<file path="src/rtl/tmr_counter_core.sv">
// rtl/tmr_counter_core.sv - 8-bit timer counter/compare engine with TMO output (optional TMR_EXT_CLR_EN)
module tmr_counter_core #(
  parameter int                   CNT_WIDTH = 8,
  parameter logic [CNT_WIDTH-1:0] TCOR_RST  = 8'hFF
) (
  input  logic                 i_clk_sys,
  input  logic                 i_rst_n,
  input  logic                 i_cnt_en,
  input  logic [1:0]           i_cclr,
  input  logic                 i_ext_clr,
  input  logic                 i_tcnt_wren,
  input  logic                 i_tcora_wren,
  input  logic                 i_tcorb_wren,
  input  logic [CNT_WIDTH-1:0] i_datain,
  input  logic [3:0]           i_os,
  output logic [CNT_WIDTH-1:0] o_tcnt,
  output logic [CNT_WIDTH-1:0] o_tcora,
  output logic [CNT_WIDTH-1:0] o_tcorb,
  output logic                 o_overflow,
  output logic                 o_cma,
  output logic                 o_cmb,
  output logic                 o_tmo
);

  localparam logic [CNT_WIDTH-1:0] CNT_ONE  = {{(CNT_WIDTH-1){1'b0}}, 1'b1};
  localparam logic [CNT_WIDTH-1:0] CNT_ONES = {CNT_WIDTH{1'b1}};

  logic                 ev_a;
  logic                 ev_b;
  logic                 ev_ovf;
  logic                 ext_edge;
  logic                 match_clr;
  logic [CNT_WIDTH-1:0] tcnt_nxt;
  logic [1:0]           act_a;
  logic [1:0]           act_b;
  logic                 tmo_nxt;

  // Compare events use the registered count and the pre-write compare values;
  // a TCNT write cycle suppresses them.
  assign ev_a = i_cnt_en & (o_tcnt == o_tcora) & ~i_tcnt_wren;
  assign ev_b = i_cnt_en & (o_tcnt == o_tcorb) & ~i_tcnt_wren;

`ifdef TMR_EXT_CLR_EN
  logic ext_clr_q;

  // Previous sample of the external clear, for rising-edge detection.
  always_ff @(posedge i_clk_sys) begin
    if (!i_rst_n) ext_clr_q <= 1'b0;
    else          ext_clr_q <= i_ext_clr;
  end

  assign ext_edge = (i_cclr == 2'b11) & i_ext_clr & ~ext_clr_q;
`else
  // External clear is not built in; mode 11 behaves as no clear.
  assign ext_edge = i_ext_clr & 1'b0;
`endif

  assign match_clr = ((i_cclr == 2'b01) & ev_a) | ((i_cclr == 2'b10) & ev_b);

  // Next TCNT by priority: bus write, external clear, match clear, increment, hold.
  always_comb begin
    tcnt_nxt = o_tcnt;
    ev_ovf   = 1'b0;
    if (i_tcnt_wren) begin
      tcnt_nxt = i_datain;
    end else if (ext_edge || match_clr) begin
      tcnt_nxt = '0;
    end else if (i_cnt_en) begin
      tcnt_nxt = o_tcnt + CNT_ONE;
      ev_ovf   = (o_tcnt == CNT_ONES);
    end
  end

  // Combine per-channel TMO actions: drive-1 beats drive-0 beats toggle.
  always_comb begin
    act_a   = ev_a ? i_os[1:0] : 2'b00;
    act_b   = ev_b ? i_os[3:2] : 2'b00;
    tmo_nxt = o_tmo;
    if (act_a == 2'b10 || act_b == 2'b10)      tmo_nxt = 1'b1;
    else if (act_a == 2'b01 || act_b == 2'b01) tmo_nxt = 1'b0;
    else if (act_a == 2'b11 || act_b == 2'b11) tmo_nxt = ~o_tmo;
  end

  // Counter, compare registers, event pulses and TMO all register together.
  always_ff @(posedge i_clk_sys) begin
    if (!i_rst_n) begin
      o_tcnt     <= '0;
      o_tcora    <= TCOR_RST;
      o_tcorb    <= TCOR_RST;
      o_overflow <= 1'b0;
      o_cma      <= 1'b0;
      o_cmb      <= 1'b0;
      o_tmo      <= 1'b0;
    end else begin
      o_tcnt     <= tcnt_nxt;
      if (i_tcora_wren) o_tcora <= i_datain;
      if (i_tcorb_wren) o_tcorb <= i_datain;
      o_overflow <= ev_ovf;
      o_cma      <= ev_a;
      o_cmb      <= ev_b;
      o_tmo      <= tmo_nxt;
    end
  end

endmodule
</file>
<file path="config.mk">
export PLATFORM = sky130hd
export DESIGN_NAME = tmr_counter_core
export DESIGN_NICKNAME = d
export VERILOG_FILES = /design/src/rtl/tmr_counter_core.sv
export SDC_FILE = /design/constraint.sdc
export NUM_CORES = 1
export LEC_CHECK = 0
export ABC_CLOCK_PERIOD_IN_PS = 2200
export CORE_ASPECT_RATIO = 0.75
export CORE_MARGIN = 1
export CORE_UTILIZATION = 45
export CTS_CLUSTER_SIZE = 30
export DETAILED_ROUTE_END_ITERATION = 7
export PLACE_DENSITY = 0.78
export RECOVER_POWER = 50
export SYNTH_ARGS = -nofsm -noshare
export SYNTH_HDL_FRONTEND = slang
export SYNTH_SLANG_ARGS = --single-unit
</file>
<file path="constraint.sdc">
create_clock -name i_clk_sys -period 2.2 [get_ports i_clk_sys]
set_clock_uncertainty 0.05 [all_clocks]
set_input_delay 0.66 -clock i_clk_sys [delete_from_list [all_inputs] [get_ports i_clk_sys]]
set_output_delay 0.66 -clock i_clk_sys [all_outputs]
set_load 0.02 [all_outputs]
</file>
==> results by group <==
Global route
  – GRT Overall Usage: 24.69%
  – Wire length of the first global-routing pass: 6279 um
  – Pin count of the biggest net entering global routing: 33
  – Vias in the first global route: 1338
  – Initial antenna violation count: 0
  – GR Overflow Total: 0

Floorplan
  – # IOs: 49
  – Die Area: 0.003473 sq mm
  – Die Ht: 51.29 um
  – Core area: 0.003020 sq mm
  – Die Wd: 67.72 um
  – Initial Utilization: 48.26%
  – Row Count: 17

Clock network
  – H-Tree Depth: 1
  – Clk buf depth: 2
  – Reg clk slew, reported paths: 90 ps
  – CTS buffer count: 3
  – CTS root buffer: clkbuf_8
  – CTS tree: yes
  – Worst-Skew Late Latency: 270 ps
  – TritonCTS Sinks: 28
  – Setup bufs post-CTS: 0

Setup path
  – Req. time, crit path: 1490 ps
  – Worst Setup Start Kind: register
  – Slowest stage delay, CP: 660 ps
  – Worst Path Max Fanout: 7
  – Crit path max-delay family: buffers and inverters
  – Crit. End Element: primary output
  – CP bufs+invs: 1
  – Slowest CP cell: clkdlybuf4s50_1
  – Crit path kind: reg2out
  – Critical path arrival: 1430 ps
  – CP cell instances: clkdlybuf4s50_1

Finish
  – Design Area, Final: 0.002062 sq mm
  – Most frequent cells in the layout: 38 x clkdlybuf4s50_1, 29 x nand2_1, 26 x dfxtp_1
  – Layout cells sized above 1: 7.834%
  – Antenna cells: 0
  – Final #Nets: 241
  – Commonest non-fill, non-tap cell in the layout: clkdlybuf4s50_1
  – Area Overhead vs Synth: 41.46%

Detailed routing
  – ANT nets after route: 0
  – Residual DRC count: 0
  – Drt first-iter violations: 61
  – Total vias in the final route: 1406
  – Per-cell routed wire length: 15.04 um
  – Vias per Instance: 5.514
  – Wirelength, routed: 3835 um
  – Drt first pass iters: 4

Power
  – Leakage: 0.8404 nW
  – Total power: 1.115 mW
  – Cell Pwr Density: 540.8 mW/mm^2
  – VDD IR-drop max: 0.4309 mV

Logic synthesis
  – Post-synth EDFFs: 0
  – Prevailing post-synth register cell: dfxtp_1
  – Async set-reset flop share out of synthesis: 0%
  – Syn Inst Count: 168
  – Syn nets: 190
  – Synth Warn #: 0
  – Register area share after synthesis: 38.45%
  – Post-synth cell types: 38
  – Register bit count reported by yosys: 28
  – Avg Cell Area, Syn: 8.676 sq um
  – Cell area after synthesis: 0.001458 sq mm

Timing
  – Fin crit share: 97.40%
  – Post-layout min period: 2143 ps
  – Worst-margin pin slew: 655.6 ps
  – Final Hold Fails: 0
  – Slew margin rel.: 56.29%
  – Fmax: 466.7 MHz
  – RSZ-0062 raised after global routing: no
  – # setup viols final: 0
  – Slew Viols, Final: 0

Place
  – DP HPWL: 2814 um
  – I/O Buffers: 47
  – RD Place Congestion: 0.8003
  – Area of placed instances: 0.002018 sq mm

Hold path
  – Hold/Removal Path Class: reg2reg

Job
  – Max cap viols: 0

Status
  – Status: finished, final reports clean
worst min-delay path: cells and delay by family (launching register included):
family	cells	cell delay [ps]
and+or+nand+nor	1	60
muxes	1	80
DFF	1	360
metal layers:
layer | wire (um) | GRT usage (%) | up-vias
li1 | - | - | 688
met4 | 65 | 6.738 | 0
met1 | 1755 | 31.57 | 653
met3 | 233 | 6.920 | 12
met5 | 0 | 0 | -
met2 | 1780 | 40.10 | 53
state kept, by name, indices dropped and copies added (netlist names):
name / cells
o_overflow: 1
o_cma: 1
o_tcora: 8
o_tcnt: 8
o_cmb: 1
o_tcorb: 8
o_tmo: 1
cells by family (layout without fill, tap and decap cells):
kind of cell    count (synthesis)  count (layout)  synth area share (%)
simple gates                   62              62                 20.77
compound gates                 30              30                 14.85
flops                          28              28                 38.46
xor+xnor                       17              17                 10.21
mux                            16              16                 10.99
buf+inv                        14              63                 3.862
fa+ha+maj                       1               1                0.8582
power breakdown:
group,switching (mW),internal (mW)
clock network,0.152,0.123
registers,0.0378,0.535
logic,0.129,0.138
total,0.319,0.796
worst paths after layout:
kind | from | end | slack (ps) | depth (start not counted)
max reg2reg | o_tcnt[1] | o_tmo | 240 | 7
min reg2reg | o_tcorb[4] | o_tcorb[4] | 480 | 2
min | o_tcorb[4] | o_tcorb[4] | 480 | 2
max | o_tcnt[2] | o_tcnt[2] | 60 | 1
final cells by class:
class / count / area [sq um]
Sequential cell: 28 / 563.0
Tap cell: 38 / 47.55
Multi-Input combinational cell: 126 / 848.3
Clock buffer: 3 / 41.29
Timing Repair Buffer: 57 / 550.5
Fill cell: 250 / 958.4
Inverter: 3 / 11.26
what timing repair did:
item                                    CTS  global route
hold buffers                              0             0
endpoints found under the setup margin    0             4
gates resized for setup                   0             4
synth_stat cells, drive strengths merged, types with 4 or more instances:
library cell	number	area, sq um
nand2	29	108.9
dfxtp	28	560.5
mux2i	16	160.2
xnor2	10	87.58
o21ai	9	45.04
clkbuf	7	26.28
nand3	7	35.03
xor2	7	61.31
and2	6	40.04
buf	4	18.76
nor2	4	15.01
nor3	4	20.02
through the flow:
stage          TNS (ps)  hold slack [ps]  setup WS [ps]  utilization (%)  instances
3_5_place_dp      -1610            460.0         -229.9            66.82        252
3_3_place_gp      -1346            448.4         -205.8            66.82        252
6_report              0            478.4          57.11            68.27        255
2_1_floorplan         0            541.1          101.1                -        168
5_1_grt               0            505.9          2.181            68.27        255
4_1_cts               0            483.6          13.92            68.19        255
(Power assumes the default switching activity.)
